==> src/rtl/xbar_peri_nx.sv <==
// rtl/xbar_peri_nx.sv - TileLink-UL 1:N peripheral crossbar with in-order response gating and unmapped error responder
// Optional XBAR_PERI_D_REG_EN inserts a 2-entry skid register on the host D channel.
module xbar_peri_nx #(
    parameter int N_SLV        = 4,
    parameter int ADDR_WIDTH   = 32,
    parameter int DATA_WIDTH   = 32,
    parameter int MASK_WIDTH   = DATA_WIDTH / 8,
    parameter int SIZE_WIDTH   = 3,
    parameter int SRC_WIDTH    = 2,
    parameter int SINK_WIDTH   = 1,
    parameter int OPCODE_WIDTH = 3,
    parameter int PARAM_WIDTH  = 3,
    parameter logic [N_SLV*ADDR_WIDTH-1:0] SLV_BASE = (N_SLV*ADDR_WIDTH)'(
        256'h1000_7000_1000_6000_1000_5000_1000_4000_1000_3000_1000_2000_1000_1000_1000_0000),
    parameter logic [N_SLV*ADDR_WIDTH-1:0] SLV_MASK = (N_SLV*ADDR_WIDTH)'({8{32'hFFFF_F000}}),
    parameter int MAX_OUT      = 4
) (
    input  logic                          clk,
    input  logic                          reset,
    input  logic                          a_valid,
    output logic                          a_ready,
    input  logic [OPCODE_WIDTH-1:0]       a_opcode,
    input  logic [PARAM_WIDTH-1:0]        a_param,
    input  logic [SIZE_WIDTH-1:0]         a_size,
    input  logic [SRC_WIDTH-1:0]          a_source,
    input  logic [ADDR_WIDTH-1:0]         a_address,
    input  logic [MASK_WIDTH-1:0]         a_mask,
    input  logic [DATA_WIDTH-1:0]         a_data,
    output logic                          d_valid,
    input  logic                          d_ready,
    output logic [OPCODE_WIDTH-1:0]       d_opcode,
    output logic [PARAM_WIDTH-1:0]        d_param,
    output logic [SIZE_WIDTH-1:0]         d_size,
    output logic [SRC_WIDTH-1:0]          d_source,
    output logic [SINK_WIDTH-1:0]         d_sink,
    output logic [DATA_WIDTH-1:0]         d_data,
    output logic                          d_error,
    output logic [N_SLV-1:0]              a_valid_out,
    input  logic [N_SLV-1:0]              a_ready_out,
    output logic [OPCODE_WIDTH-1:0]       a_opcode_out,
    output logic [PARAM_WIDTH-1:0]        a_param_out,
    output logic [SIZE_WIDTH-1:0]         a_size_out,
    output logic [SRC_WIDTH-1:0]          a_source_out,
    output logic [ADDR_WIDTH-1:0]         a_address_out,
    output logic [MASK_WIDTH-1:0]         a_mask_out,
    output logic [DATA_WIDTH-1:0]         a_data_out,
    input  logic [N_SLV-1:0]              d_valid_in,
    output logic [N_SLV-1:0]              d_ready_in,
    input  logic [N_SLV*OPCODE_WIDTH-1:0] d_opcode_in,
    input  logic [N_SLV*PARAM_WIDTH-1:0]  d_param_in,
    input  logic [N_SLV*SIZE_WIDTH-1:0]   d_size_in,
    input  logic [N_SLV*SRC_WIDTH-1:0]    d_source_in,
    input  logic [N_SLV*SINK_WIDTH-1:0]   d_sink_in,
    input  logic [N_SLV*DATA_WIDTH-1:0]   d_data_in,
    input  logic [N_SLV-1:0]              d_error_in
);
    localparam int TW    = $clog2(N_SLV + 1);
    localparam int CW    = 4;
    localparam int PKT_W = OPCODE_WIDTH + PARAM_WIDTH + SIZE_WIDTH + SRC_WIDTH
                         + SINK_WIDTH + DATA_WIDTH + 1;
    localparam logic [TW-1:0] UNMAPPED = TW'(N_SLV);

    logic [TW-1:0]           tgt;
    logic [TW-1:0]           cur_tgt;
    logic [CW-1:0]           out_cnt;
    logic [N_SLV-1:0]        hit_oh;
    logic [N_SLV-1:0]        cur_oh;
    logic                    mapped;
    logic                    gate;
    logic                    a_fire;
    logic                    d_fire;
    logic                    cur_is_err;
    logic                    slv_valid;
    logic [PKT_W-1:0]        slv_pkt;
    logic                    src_valid;
    logic                    src_ready;
    logic                    src_pend;
    logic                    src_fire;
    logic [PKT_W-1:0]        src_pkt;
    logic [PKT_W-1:0]        d_pkt;
    logic                    err_valid;
    logic                    err_get;
    logic [SIZE_WIDTH-1:0]   err_size;
    logic [SRC_WIDTH-1:0]    err_source;

    // Descending scan so the lowest matching slave index wins.
    always_comb begin
        tgt    = UNMAPPED;
        hit_oh = '0;
        for (int i = N_SLV - 1; i >= 0; i--) begin
            if ((a_address & SLV_MASK[i*ADDR_WIDTH +: ADDR_WIDTH]) == SLV_BASE[i*ADDR_WIDTH +: ADDR_WIDTH]) begin
                tgt       = TW'(i);
                hit_oh    = '0;
                hit_oh[i] = 1'b1;
            end
        end
    end

    assign mapped = (tgt != UNMAPPED);
    assign gate   = mapped ? ((out_cnt < CW'(MAX_OUT)) && ((out_cnt == '0) || (tgt == cur_tgt)))
                           : (out_cnt == '0);

    assign a_valid_out   = (reset && a_valid && gate) ? hit_oh : '0;
    assign a_ready       = reset && gate && (mapped ? |(a_ready_out & hit_oh) : 1'b1);
    assign a_fire        = a_valid && a_ready;
    assign a_opcode_out  = a_opcode;
    assign a_param_out   = a_param;
    assign a_size_out    = a_size;
    assign a_source_out  = a_source;
    assign a_address_out = a_address;
    assign a_mask_out    = a_mask;
    assign a_data_out    = a_data;

    always_comb begin
        cur_oh    = '0;
        slv_valid = 1'b0;
        slv_pkt   = '0;
        for (int i = 0; i < N_SLV; i++) begin
            if (cur_tgt == TW'(i)) begin
                cur_oh[i] = 1'b1;
                slv_valid = d_valid_in[i];
                slv_pkt   = {d_opcode_in[i*OPCODE_WIDTH +: OPCODE_WIDTH],
                             d_param_in[i*PARAM_WIDTH +: PARAM_WIDTH],
                             d_size_in[i*SIZE_WIDTH +: SIZE_WIDTH],
                             d_source_in[i*SRC_WIDTH +: SRC_WIDTH],
                             d_sink_in[i*SINK_WIDTH +: SINK_WIDTH],
                             d_data_in[i*DATA_WIDTH +: DATA_WIDTH],
                             d_error_in[i]};
            end
        end
    end

    assign cur_is_err = (cur_tgt == UNMAPPED);
    assign src_valid  = cur_is_err ? err_valid : (slv_valid && src_pend);
    assign src_pkt    = cur_is_err ? {OPCODE_WIDTH'(err_get), PARAM_WIDTH'(0), err_size, err_source,
                                      SINK_WIDTH'(0), DATA_WIDTH'(0), 1'b1}
                                   : slv_pkt;
    assign src_fire   = src_valid && src_ready;
    assign d_ready_in = (reset && src_pend && src_ready) ? cur_oh : '0;

`ifdef XBAR_PERI_D_REG_EN
    logic [PKT_W-1:0] skid_mem [2];
    logic             wr_ptr;
    logic             rd_ptr;
    logic [1:0]       fifo_cnt;

    // Only slave beats not already captured in the skid count as pending.
    assign src_pend  = (out_cnt > {2'b00, fifo_cnt});
    assign src_ready = (fifo_cnt != 2'd2);
    assign d_valid   = (fifo_cnt != 2'd0);
    assign d_pkt     = skid_mem[rd_ptr];

    always_ff @(posedge clk) begin
        if (src_fire) begin
            skid_mem[wr_ptr] <= src_pkt;
        end
    end

    always_ff @(posedge clk or negedge reset) begin
        if (!reset) begin
            wr_ptr   <= 1'b0;
            rd_ptr   <= 1'b0;
            fifo_cnt <= 2'd0;
        end else begin
            if (src_fire) wr_ptr <= ~wr_ptr;
            if (d_fire)   rd_ptr <= ~rd_ptr;
            fifo_cnt <= fifo_cnt + {1'b0, src_fire} - {1'b0, d_fire};
        end
    end
`else
    assign src_pend  = (out_cnt != '0);
    assign src_ready = d_ready;
    assign d_valid   = src_valid;
    assign d_pkt     = src_pkt;
`endif

    assign {d_opcode, d_param, d_size, d_source, d_sink, d_data, d_error} = d_pkt;
    assign d_fire = d_valid && d_ready;

    always_ff @(posedge clk or negedge reset) begin
        if (!reset) begin
            out_cnt    <= '0;
            cur_tgt    <= '0;
            err_valid  <= 1'b0;
            err_get    <= 1'b0;
            err_size   <= '0;
            err_source <= '0;
        end else begin
            if (a_fire) begin
                cur_tgt <= tgt;
            end
            case ({a_fire, d_fire})
                2'b10:   out_cnt <= out_cnt + 1'b1;
                2'b01:   out_cnt <= out_cnt - 1'b1;
                default: out_cnt <= out_cnt;
            endcase
            // Get (opcode 4) is answered with AccessAckData, everything else with AccessAck.
            if (a_fire && !mapped) begin
                err_valid  <= 1'b1;
                err_get    <= (a_opcode == OPCODE_WIDTH'(4));
                err_size   <= a_size;
                err_source <= a_source;
            end else if (src_fire && cur_is_err) begin
                err_valid  <= 1'b0;
            end
        end
    end
endmodule

==> config.mk <==
export PLATFORM = sky130hd
export DESIGN_NAME = xbar_peri_nx
export DESIGN_NICKNAME = d
export VERILOG_FILES = /design/src/rtl/xbar_peri_nx.sv
export SDC_FILE = /design/constraint.sdc
export NUM_CORES = 1
export LEC_CHECK = 0
export CORE_AREA = 2 2 156 158
export DETAILED_ROUTE_END_ITERATION = 16
export DIE_AREA = 0 0 158 160
export PLACE_DENSITY = 0.51
export SLEW_MARGIN = 20
export SYNTH_ARGS = -nofsm -noshare
export SYNTH_HDL_FRONTEND = slang
export SYNTH_SLANG_ARGS = --single-unit
export TNS_END_PERCENT = 30
==> constraint.sdc <==
create_clock -name clk -period 5.55 [get_ports clk]
set_input_delay 1.11 -clock clk [delete_from_list [all_inputs] [get_ports clk]]
set_output_delay 1.11 -clock clk [all_outputs]
set_load 0.01 [all_outputs]
# Word-level counts from Yosys, hierarchy flattened

Cells that the tools add are included.

Add/sub/neg operators: 2
Order comparisons: 1
Eq/ne operators: 13
Mux-type cells: 29
Bitwise operators: 1
Reduce and logical (&&, ||, !) cells: 20

Operators with widths:

| cell                 | count |
|---|---|
| $mux 45              | 5 |
| $eq 20x17->1 const B | 4 |
| $mux 4               | 6 |
| $mux 1               | 13 |
| $logic_and 1x1->1    | 12 |
| $mux 3               | 4 |
| $pmux 4 s2           | 1 |
| $eq 3x2->1 const B   | 2 |
| $eq 3x3->1 const B   | 2 |
| $add 4x1->4 const B  | 1 |
| $and 4x4->4          | 1 |
| $logic_not 4->1      | 1 |
| $lt 4x3->1 const B   | 1 |
| $reduce_bool 2->1    | 2 |
| $reduce_bool 4->1    | 1 |
| $reduce_or 4->1      | 1 |
| $sub 4x1->4 const B  | 1 |
| $eq 3x1->1 const B   | 1 |
| $eq 3x3->1           | 1 |
| $logic_not 3->1      | 1 |
| $ne 3x3->1 const B   | 1 |
| $eq 2x1->1 const B   | 1 |
| $eq 2x2->1 const B   | 1 |
| $logic_not 1->1      | 1 |
| $logic_or 1x1->1     | 1 |

Register bits after elaboration: 14
Output and inout port bits: 134

# Logic depth before layout (Yosys ltp)

Gate-level depths: netlist (run 1).

Word-level depth: 14
Gate-level depth with buffers: 13
Mapped depth without buffers: 12

# Least setup slack after synthesis (run 1)

Ideal clock, no wire load.

Path type: input to register
From: input port a_address[17]
To: register out_cnt[3]
Library setup time: 0.125 ns
Data arrival time: 3.439 ns
Setup slack: 1.986 ns
Cell stages on the path: 12
Buffers on the path: 0
Path through: nor4_1 nand3_1 or3b_1 a211oi_2 inv_1 ha_1 ha_1 a21o_1 a21oi_1 xnor2_1 nor2_1 xor2_1

Cells in the longest elaborated chain, start to end: 14

Ends and longest elaborated chain:

| item                                                   | line | text |
|---|---|---|
| start: declaration                                     | 26   | `input logic [ADDR_WIDTH-1:0] a_address,` |
| $eq 20x17->1                                           | 91   | `if ((a_address & SLV_MASK[i*ADDR_WIDTH +: ADDR_WIDTH]) == SLV_BASE[i*ADDR_WIDTH +: ADDR_WIDTH]) begin` |
| $mux 3 (4 in series)                                   | 91   |  |
| $eq 3x3->1                                             | 100  | `assign gate = mapped ? ((out_cnt < CW'(MAX_OUT)) && ((out_cnt == '0) \|\| (tgt == cur_tgt)))` |
| $logic_or 1x1->1                                       | 100  |  |
| $logic_and 1x1->1                                      | 100  |  |
| $mux 1                                                 | 100  |  |
| $logic_and 1x1->1                                      | 104  | `assign a_ready = reset && gate && (mapped ? \|(a_ready_out & hit_oh) : 1'b1);` |
| $logic_and 1x1->1 (*)                                  | 104  |  |
| $logic_and 1x1->1 (*)                                  | 105  | `assign a_fire = a_valid && a_ready;` |
| $eq 2x1->1 / $eq 2x2->1 (equally long branches)        | 192  | `case ({a_fire, d_fire})` |
| $pmux 4 s2 / $reduce_bool 2->1 (equally long branches) | --   |  |
| end signal: assignment                                 | 193  | `2'b10: out_cnt <= out_cnt + 1'b1;` |
| end signal: assignment                                 | 194  | `2'b01: out_cnt <= out_cnt - 1'b1;` |
| end signal: assignment                                 | 195  | `default: out_cnt <= out_cnt;` |
| end: declaration                                       | 65   | `logic [CW-1:0] out_cnt;` |

Mark *: on every way between the ends. The rest lies on a longest branch, timed or not.
A chain may end at the register's enable or synchronous reset.

# Final worst setup path (run 1)

From: input port a_address[21]
To: output port a_valid_out[1]

Cells in the longest elaborated chain, start to end: 11

Ends and longest elaborated chain:

| item                 | line | text |
|---|---|---|
| $eq 20x17->1         | 91   |  |
| $mux 3 (4 in series) | 91   |  |
| $eq 3x3->1           | 100  |  |
| $logic_or 1x1->1     | 100  |  |
| $logic_and 1x1->1    | 100  |  |
| $mux 1               | 100  |  |
| $logic_and 1x1->1    | 103  | `assign a_valid_out = (reset && a_valid && gate) ? hit_oh : '0;` |
| $mux 4 (*)           | 103  |  |
| end: declaration     | 38   | `output logic [N_SLV-1:0] a_valid_out,` |

Marks and branches as above.

==> flow_summary_export.csv, run 1 <==
group,metric,value,unit
critical_path,worstPathMaxFanout,5,
detailed_routing,drc_errors,0,
power,vdd_drop_max,151,uV
cells_and_area,regArea,355,um^2
synth,netlist_top_cells_count,"79 x buf_4, 44 x mux4_2, 39 x and2_1",
power,leakagePower,2.02,nW
sta,fin_skew,0.00143,ns
critical_path,cp-start-kind,"input pin",
synth,synthArstFlopShare,100,%
critical_path,cp_data_required_time,4.44,ns
detailed_routing,drt_wl_total,13800,um
cells_and_area,final_area,5800,um^2
sta,final_max_slew_viol_count,0,
placed_design,placed_area,5710,um^2
floorplan,io_pins,405,
synth,synth_ff_type,"dfrtp_1",
synth,synth.most_common_cell,"buf_4",
synth,synth-seq-cells,14,
synth,synthCells,286,
synth,syn-num-nets,561,
cts,cts_tree,"built",
critical_path,end_kind,"primary output",
sta,relSlewSlack,44.3,%
global_routing,grt_pass1_wl,19200,um
cts,postCtsSetupBuffers,0,
critical_path,cp_data_arrival_time,3.49,ns
synth,synth-compound-area-share,5.41,%
synth,synthXorXnorAreaFrac,1.80,%
detailed_routing,vias,3048,
sta,rsz0062_at_grt,"no",
global_routing,grt_max_degree,48,
synth,yosysTopAreaCell,"mux4_2",
synth,synthMuxAreaShare,38.8,%
cells_and_area,multiInputGateArea,1860,um^2
cts,numCtsBuffers,3,
worst_hold_path,hp-class,"reg -> reg",
placed_design,gp_congestion,0.727,
placed_design,numPortBuffers,302,
cts,htree_levels,1,
synth,yosys.area_share.adder,1.98,%
floorplan,coreArea,23800,um^2
sta,tightest_slew,0.831,ns
sta,period_share,82.8,%
cts,cts_resized,0,
job,drv_cap,0,
cells_and_area,fillCellCount,2605,
floorplan,die_h,160,um
cells_and_area,drive_gt1_share,13.4,%
sta,fin_crit,4.60,ns
global_routing,antenna_found_initial,0,
detailed_routing,viasPerCell,3.70,
placed_design,placed_cells,820,
cts,cts_buffer_depth,2,
power,total_power,1.57,mW
synth,yosys_warnings,0,
placed_design,hpwl,11300,um
cts,clk_latency,0.25,ns
cells_and_area,antenna_cells,0,
critical_path,critPathKind,"in -> out",
cts,cts-root-buf,"clkbuf_16",
sta,hold_viol,0,
cts,postCtsHoldBufs,0,
cts,path_clk_slew,0.05,ns
floorplan,fp-row-count,57,
cts,cts_sinks,14,
cells_and_area,final_cells,824,
sta,fmax,0.218,GHz
detailed_routing,final_antenna_net_count,0,
global_routing,gr-usage-all-layers,10.0,%
sta,fin_setup_tns,0,ns
synth,synth-simple-area-share,15.8,%
synth,synth-edff-count,0,
global_routing,overflow,0,
synth,netlist_area,2910,um^2
synth,yosysSeqAreaShare,12.0,%
floorplan,die_w,158,um
global_routing,grt_pass1_vias,3183,
synth,synth_top_family_by_area,"multiplexers",
detailed_routing,drt_iter0_drc,111,
cells_and_area,postLayoutCoreUtil,24.4,%
detailed_routing,drtPass1Iterations,4,
run_status,status,"completed",
synth,synthTopCellsByArea,"mux4_2 34%, buf_4 20%, dfrtp_1 12%",
cells_and_area,area_growth,99.1,%
synth,synth_cell_types,41,
synth,avgSynthCellArea,10.2,um^2
detailed_routing,wl_per_cell,16.7,um
sta,finalSetupViolations,0,
power,p_per_area,271,nW/um^2
floorplan,start_util,12.2,%
floorplan,die_area,25300,um^2
synth,synth.top_cell.area_share,34.0,%
cells_and_area,layout.nets,776,
## power by group
| part | total, mW | internal (mW) | switching [mW] | leakage (nW) |
|---|---|---|---|---|
| combinational | 1.17 | 0.733 | 0.440 | 1.80 |
| clock | 0.161 | 0.110 | 0.0509 | 0.0442 |
| sequential | 0.240 | 0.148 | 0.0922 | 0.176 |
| total | 1.57 | 0.991 | 0.583 | 2.02 |
## cell type report
| cell class | count | share of cell area (%) |
|---|---|---|
| Timing Repair Buffer | 306 | 52.6 |
| Multi-Input combinational cell | 167 | 32.1 |
| Tap cell | 324 | 6.99 |
| Sequential cell | 14 | 6.13 |
| Clock buffer | 4 | 1.53 |
| Inverter | 9 | 0.582 |
## sequential cells by signal, summed over array words and instances, names as in the netlist
name	cells
out_cnt	4
err_source	2
cur_tgt	3
err_valid	1
err_size	3
err_get	1
## path summary, 6_finish.rpt
kind                                              from                endpoint  slack [ns]  cells after the start
worst max-delay path                     a_address[21]          a_valid_out[1]        0.95                      7
worst min-delay path             err_valid$_DFFE_PN0P_   err_valid$_DFFE_PN0P_        0.47                      2
worst max register to register  cur_tgt[1]$_DFFE_PN0P_  out_cnt[3]$_DFFE_PN0P_        2.10                     12
worst min register to register   err_valid$_DFFE_PN0P_   err_valid$_DFFE_PN0P_        0.47                      2
max in group asynchronous                        reset  cur_tgt[0]$_DFFE_PN0P_        3.98                      2
min in group asynchronous                        reset     err_get$_DFFE_PN0P_        1.35                      2
## layout by cell type (no fill, tap or decap), types with 6 or more instances in the layout
master / count
clkdlybuf4s50_1: 302
mux4_2: 44
inv_1: 8
nor2_1: 12
a22o_1: 6
and2_1: 39
nor4_1: 6
dfrtp_1: 12
mux2_2: 6
nand2_1: 12
## per-layer routing
metal | track usage (%) | share of wire, % | vias to the layer above
li1 | - | - | 1399
met1 | 11.7 | 39 | 1447
met2 | 18.0 | 49 | 180
met3 | 3.07 | 10 | 22
met4 | 2.05 | 1.5 | 0
met5 | 0 | 0 | -
## worst max-delay path, stage by stage
cell and delay (ns):
clkdlybuf4s50_1 0.42, nor4_1 0.34, nand3_1 0.21, or2_2 0.36, or3_1 0.40, nor2_1 0.10
clkdlybuf4s50_1 0.54
## metrics by stage
stage	hold slack (ns)	setup WS [ns]
3_3_place_gp	0.469	0.947
4_1_cts	0.481	0.940
5_1_grt	0.525	0.820
2_1_floorplan	0.445	1.99
3_5_place_dp	0.466	0.942
6_report	0.473	0.954
## cells by family after synthesis
logic type,Yosys count
buffers and inverters,105
and+or+nand+nor,82
muxes,55
AOI/OAI and AO/OA,20
DFF,14
xor gates and xnor gates,6
adders and majority gates,4
Note: power is estimated with default switching activity, not from simulation.
==> inputs of run 2 (changes only) <==
Settings changed: CORE_AREA 2 2 156 158 to 2 2 157 159, DIE_AREA 0 0 158 160 to 0 0 159 161, PLACE_DENSITY 0.51 to 0.5.
Clock period 5.55 ns to 4.4 ns, I/O delays scaled along.
==> run 2 against run 1 <==
  * Sequential share of layout area is 0.063 points lower
  * Combinational power increased by 30%
  * Cell count is 0.97% higher
  * Design area is 1.0% higher
  * Clock skew rose by 0.0085 ns
  * Critical endpoint is now a_valid_out[3]
==> flow_summary_export.csv, run 2 (synthesis gave the netlist of run 1 again) <==
group,metric,value,unit
global_routing,gr-usage-all-layers,10.6,%
sta,fmax,0.243,GHz
critical_path,max_stage_delay,0.55,ns
cells_and_area,largest_reg_flops,4,
sta,fin_crit,4.12,ns
sta,final_max_slew_viol_count,0,
critical_path,cp_slowest_cell,"clkdlybuf4s50_1",
cells_and_area,area_growth,101,%
cells_and_area,regMostFlops,"out_cnt",
sta,relSlewSlack,58.5,%
sta,fin_skew,0.00995,ns
power,vdd_drop_max,110,uV
critical_path,cp_data_required_time,3.52,ns
global_routing,grt_pass1_vias,3424,
detailed_routing,final_antenna_net_count,0,
cts,cts_buffer_depth,2,
global_routing,grt_max_degree,37,
sta,rsz0062_at_grt,"no",
cells_and_area,antenna_cells,0,
placed_design,numPortBuffers,302,
cells_and_area,final_common_cell,"clkdlybuf4s50_1",
cts,htree_levels,1,
cts,numCtsBuffers,3,
global_routing,overflow,0,
sta,tightest_slew,0.620,ns
power,leakagePower,2.06,nW
critical_path,cp-start-kind,"input pin",
sta,finalSetupViolations,0,
cells_and_area,top_regs,"out_cnt (4), cur_tgt (3), err_size (3)",
critical_path,critPathKind,"in -> out",
floorplan,die_area,25600,um^2
floorplan,fp-row-count,57,
floorplan,die_h,161,um
floorplan,die_w,159,um
cells_and_area,layout.nets,784,
critical_path,end_kind,"primary output",
cells_and_area,final_cells,832,
detailed_routing,vias,3122,
cts,path_clk_slew,0.05,ns
sta,period_share,93.6,%
cts,cts_resized,0,
detailed_routing,drtPass1Iterations,4,
placed_design,gp_congestion,0.775,
critical_path,cp_top_family,"simple AND/OR/NAND/NOR gates",
cells_and_area,layout_common_cells,"302 x clkdlybuf4s50_1, 44 x mux4_2, 39 x and2_1",
cts,cts-root-buf,"clkbuf_16",
critical_path,critPathBufInv,2,
sta,hold_viol,0,
power,p_per_area,343,nW/um^2
placed_design,placed_cells,828,
global_routing,antenna_found_initial,0,
cts,cts_sinks,14,
job,drv_cap,0,
detailed_routing,drc_errors,0,
run_status,status,"completed",
critical_path,worstPathMaxFanout,5,
cells_and_area,drive_gt1_share,14.8,%
detailed_routing,drt_wl_total,14200,um
cts,clk_latency,0.25,ns
critical_path,cp_data_arrival_time,3.24,ns
cts,postCtsHoldBufs,0,
global_routing,grt_pass1_wl,21100,um
worst_hold_path,hp-class,"reg -> reg",
sta,fin_setup_tns,0,ns
floorplan,start_util,12.2,%
detailed_routing,drt_iter0_drc,101,
placed_design,hpwl,12100,um
detailed_routing,viasPerCell,3.75,
detailed_routing,wl_per_cell,17.1,um
critical_path,crit_chain,"clkdlybuf4s50_1 -> nor4_1 -> nand3_1 -> or2_2 -> or3_1 -> nor2_1 -> clkdlybuf4s50_1",
critical_path,crit_top_cell,"clkdlybuf4s50_1",
cts,postCtsSetupBuffers,0,
floorplan,io_pins,405,
cts,cts_tree,"built",
floorplan,coreArea,24000,um^2
## run 2: cell types whose count changed in the layout (fill, tap and decap cells not counted)
cell / change
clkinv_1: -1
inv_1: +1
buf_4: +8
## run 2: final cells by class
class | count | area [um^2]
Fill cell | 2603 | 18100
Timing Repair Buffer | 314 | 3110
Multi-Input combinational cell | 167 | 1860
Tap cell | 324 | 405
Sequential cell | 14 | 355
Clock buffer | 4 | 88.8
Inverter | 9 | 33.8
## run 2: per-stage QoR
stage          instance area, um^2  power, mW  util (%)  setup slack (ns)  hold WS (ns)
2_1_floorplan                 2910       1.12         -              1.07         0.445
6_report                      5860       2.01      24.5             0.280         0.486
3_3_place_gp                  5770       1.86      24.1             0.272         0.472
3_5_place_dp                  5770       1.87      24.1             0.284         0.484
4_1_cts                       5860       2.08      24.5             0.275         0.496
5_1_grt                       5860       2.17      24.5             0.141         0.508
## run 2: worst paths after layout
path | from | end | slack (ns) | depth (start not counted)
max | a_address[21] | a_valid_out[3] | 0.28 | 7
min | err_valid$_DFFE_PN0P_ | err_valid$_DFFE_PN0P_ | 0.49 | 2
max reg2reg | cur_tgt[0]$_DFFE_PN0P_ | out_cnt[3]$_DFFE_PN0P_ | 1.30 | 12
min reg2reg | err_valid$_DFFE_PN0P_ | err_valid$_DFFE_PN0P_ | 0.49 | 2
max in group asynchronous | reset | cur_tgt[0]$_DFFE_PN0P_ | 3.09 | 2
min in group asynchronous | reset | err_get$_DFFE_PN0P_ | 1.08 | 2
## run 2: routing by layer
| metal | vias up | share of wire [%] | track usage (%) |
|---|---|---|---|
| met4 | 0 | 1.4 | 1.94 |
| li1 | 1415 | - | - |
| met1 | 1508 | 39 | 12.2 |
| met5 | - | 0 | 0 |
| met2 | 175 | 51 | 19.2 |
| met3 | 24 | 8.8 | 3.60 |
## run 2: power breakdown
part	switching (mW)	internal (mW)
Sequential	0.108	0.187
Clock	0.0587	0.138
Combinational	0.571	0.950
## run 2: worst reg2reg max path, delay by kind of cell (launching register included)
family,cells,cell delay [ns]
AND/OR/NAND/NOR,3,0.62
flip-flops,1,0.68
adder cells (fa/ha/maj),2,0.50
buffers and inverters,1,0.07
AO/OA/AOI/OAI,3,0.61
XOR/XNOR,3,0.50
==> inputs of run 3 (changes only) <==
Settings changed: CAP_MARGIN set to 20, CORE_AREA 2 2 157 159 to 2 2 156 158, DIE_AREA 0 0 159 161 to 0 0 158 160, PLACE_DENSITY 0.5 to 0.51.
Clock period 4.4 ns to 4.8 ns, I/O delays scaled along.
==> run 3 against run 2 <==
  * Combinational power down 13%
  * Utilization down 0.11 points
  * Sequential power about the same
  * Non-clock buffer count down 8
  * Critical path depth unchanged
  * Routed wire length down 5.8%
  * Worst hold slack worse by 0.0074 ns
  * Critical path type unchanged
  * Largest cell class unchanged
  * Largest power group unchanged
  * Highest routed layer is now met5
==> flow_summary_export.csv, run 3 (synthesis gave the netlist of run 1 again) <==
group,metric,value,unit
cts,clk_latency,0.25,ns
critical_path,cp_data_required_time,3.84,ns
sta,relSlewSlack,40.3,%
worst_hold_path,hp-start,"err_valid$_DFFE_PN0P_",
critical_path,end_kind,"primary output",
cts,cts_buffer_depth,2,
floorplan,start_util,12.2,%
cts,cts_tree,"built",
detailed_routing,vias,3080,
global_routing,grt_max_degree,48,
power,p_sw,0.661,mW
power,vdd_drop_max,149,uV
global_routing,grt_pass1_wl,19000,um
detailed_routing,drt_iter0_drc,127,
sta,period_share,90.0,%
worst_hold_path,hp-class,"reg -> reg",
floorplan,fp-row-count,57,
cells_and_area,antenna_cells,0,
global_routing,antenna_found_initial,2,
cts,numCtsBuffers,3,
detailed_routing,drtPass1Iterations,4,
sta,fmax,0.231,GHz
placed_design,numPortBuffers,302,
cts,path_clk_slew,0.05,ns
power,p_per_area,311,nW/um^2
power,pwr-share-seq,16.4,%
global_routing,overflow,0,
floorplan,die_w,158,um
sta,tightest_slew,0.895,ns
power,p_clk_share,10.1,%
job,drv_cap,0,
sta,fin_skew,0.00267,ns
cells_and_area,final_area,5800,um^2
floorplan,coreArea,23800,um^2
floorplan,die_area,25300,um^2
cells_and_area,final_common_cell,"clkdlybuf4s50_1",
floorplan,die_h,160,um
power,p_int,1.15,mW
run_status,status,"completed",
critical_path,ff2ff_path_depth,12,
critical_path,worstPathMaxFanout,5,
critical_path,cp-start-kind,"input pin",
cts,cts_sinks,14,
cells_and_area,layout.nets,776,
detailed_routing,drc_errors,0,
sta,fin_ws,0.479,ns
cells_and_area,regMostFlops,"out_cnt",
critical_path,cp_data_arrival_time,3.36,ns
worst_hold_path,hold_depth,2,
cells_and_area,drive_gt1_share,13.4,%
sta,fin_crit,4.32,ns
critical_path,r2r_end,"out_cnt[3]$_DFFE_PN0P_",
cells_and_area,largest_reg_flops,4,
critical_path,critPathKind,"in -> out",
power,combPwrFrac,73.5,%
cells_and_area,fillCellCount,2564,
sta,fin_setup_tns,0,ns
detailed_routing,viasPerCell,3.74,
cells_and_area,top_regs,"out_cnt (4), cur_tgt (3), err_size (3)",
detailed_routing,wl_per_cell,16.2,um
placed_design,gp_congestion,0.740,
global_routing,gr-usage-all-layers,9.86,%
power,leakagePower,2.02,nW
sta,rsz0062_at_grt,"no",
cts,htree_levels,1,
sta,final_max_slew_viol_count,0,
cells_and_area,area_growth,99.1,%
critical_path,rrSetupSlack,1.30,ns
cells_and_area,layout_common_cells,"302 x clkdlybuf4s50_1, 44 x mux4_2, 39 x and2_1",
critical_path,reg2reg_from,"cur_tgt[1]$_DFFE_PN0P_",
floorplan,io_pins,405,
placed_design,placed_area,5710,um^2
cts,cts_resized,0,
global_routing,grt_pass1_vias,3311,
worst_hold_path,holdPathEnd,"err_valid$_DFFE_PN0P_",
power,p_sw_share,36.6,%
sta,finalSetupViolations,0,
cts,postCtsHoldBufs,0,
placed_design,place_ws,0.469,ns
cts,cts-root-buf,"clkbuf_16",
placed_design,hpwl,11100,um
detailed_routing,drt_wl_total,13400,um
cts,postCtsSetupBuffers,0,
sta,hold_viol,0,
detailed_routing,final_antenna_net_count,0,
run 3: cell count changes in the layout (fill, tap and decap cells not counted):
cell | previous run | this run
buf_4 | 12 | 4
clkinv_1 | 0 | 1
inv_1 | 9 | 8
run 3: metrics by stage:
step	cells	power [mW]	utilization [%]	hold slack, ns
after global placement	820	1.67	24.0	0.472
after CTS	824	1.85	24.4	0.489
after detailed placement	820	1.66	24.0	0.476
after global routing	824	1.97	24.4	0.501
after floorplan	286	1.02	-	0.445
final	824	1.81	24.4	0.479
run 3: worst max-delay path, stage by stage:
cell and delay (ns):
clkdlybuf4s50_1 0.42, nor4_1 0.35, nand3_1 0.21, or2_2 0.36, or3_1 0.41, nor2_1 0.11, clkdlybuf4s50_1 0.54
run 3: how the worst max path moves through the flow:
stage / depth (start not counted) / end / slack, ns / start
after global routing: 7 / a_valid_out[1] / 0.35 / a_address[21]
final: 7 / a_valid_out[3] / 0.48 / a_address[21]
after detailed placement: 7 / a_valid_out[3] / 0.47 / a_address[21]
after CTS: 7 / a_valid_out[3] / 0.47 / a_address[21]
after global placement: 7 / a_valid_out[1] / 0.49 / a_address[21]
after floorplan: 12 / out_cnt[3]$_DFFE_PN0P_ / 1.39 / a_address[17]
run 3: area by class of cell:
cell class / instances / area (um^2) / area share (%)
clock buffer: 4 / 88.8 / 1.53
inverter: 9 / 33.8 / 0.582
multi-input combinational: 167 / 1860 / 32.1
sequential: 14 / 355 / 6.13
tap: 324 / 405 / 6.99
timing repair buffer: 306 / 3050 / 52.6
run 3: metal layers:
layer | share of wire [%] | track usage, % | vias to the layer above
met2 | 50 | 17.9 | 184
met5 | 0.090 | 0 | -
met4 | 2.0 | 2.54 | 2
met3 | 11 | 3.36 | 30
li1 | - | - | 1401
met1 | 37 | 10.8 | 1463
run 3: power groups by stage:
stage	Clock, mW	Combinational, mW	Sequential, mW
6_report	0.182	1.33	0.296
3_3_place_gp	0	1.36	0.310
5_1_grt	0.194	1.45	0.319
2_1_floorplan	0	0.825	0.199
3_5_place_dp	0	1.35	0.310
4_1_cts	0.189	1.36	0.308
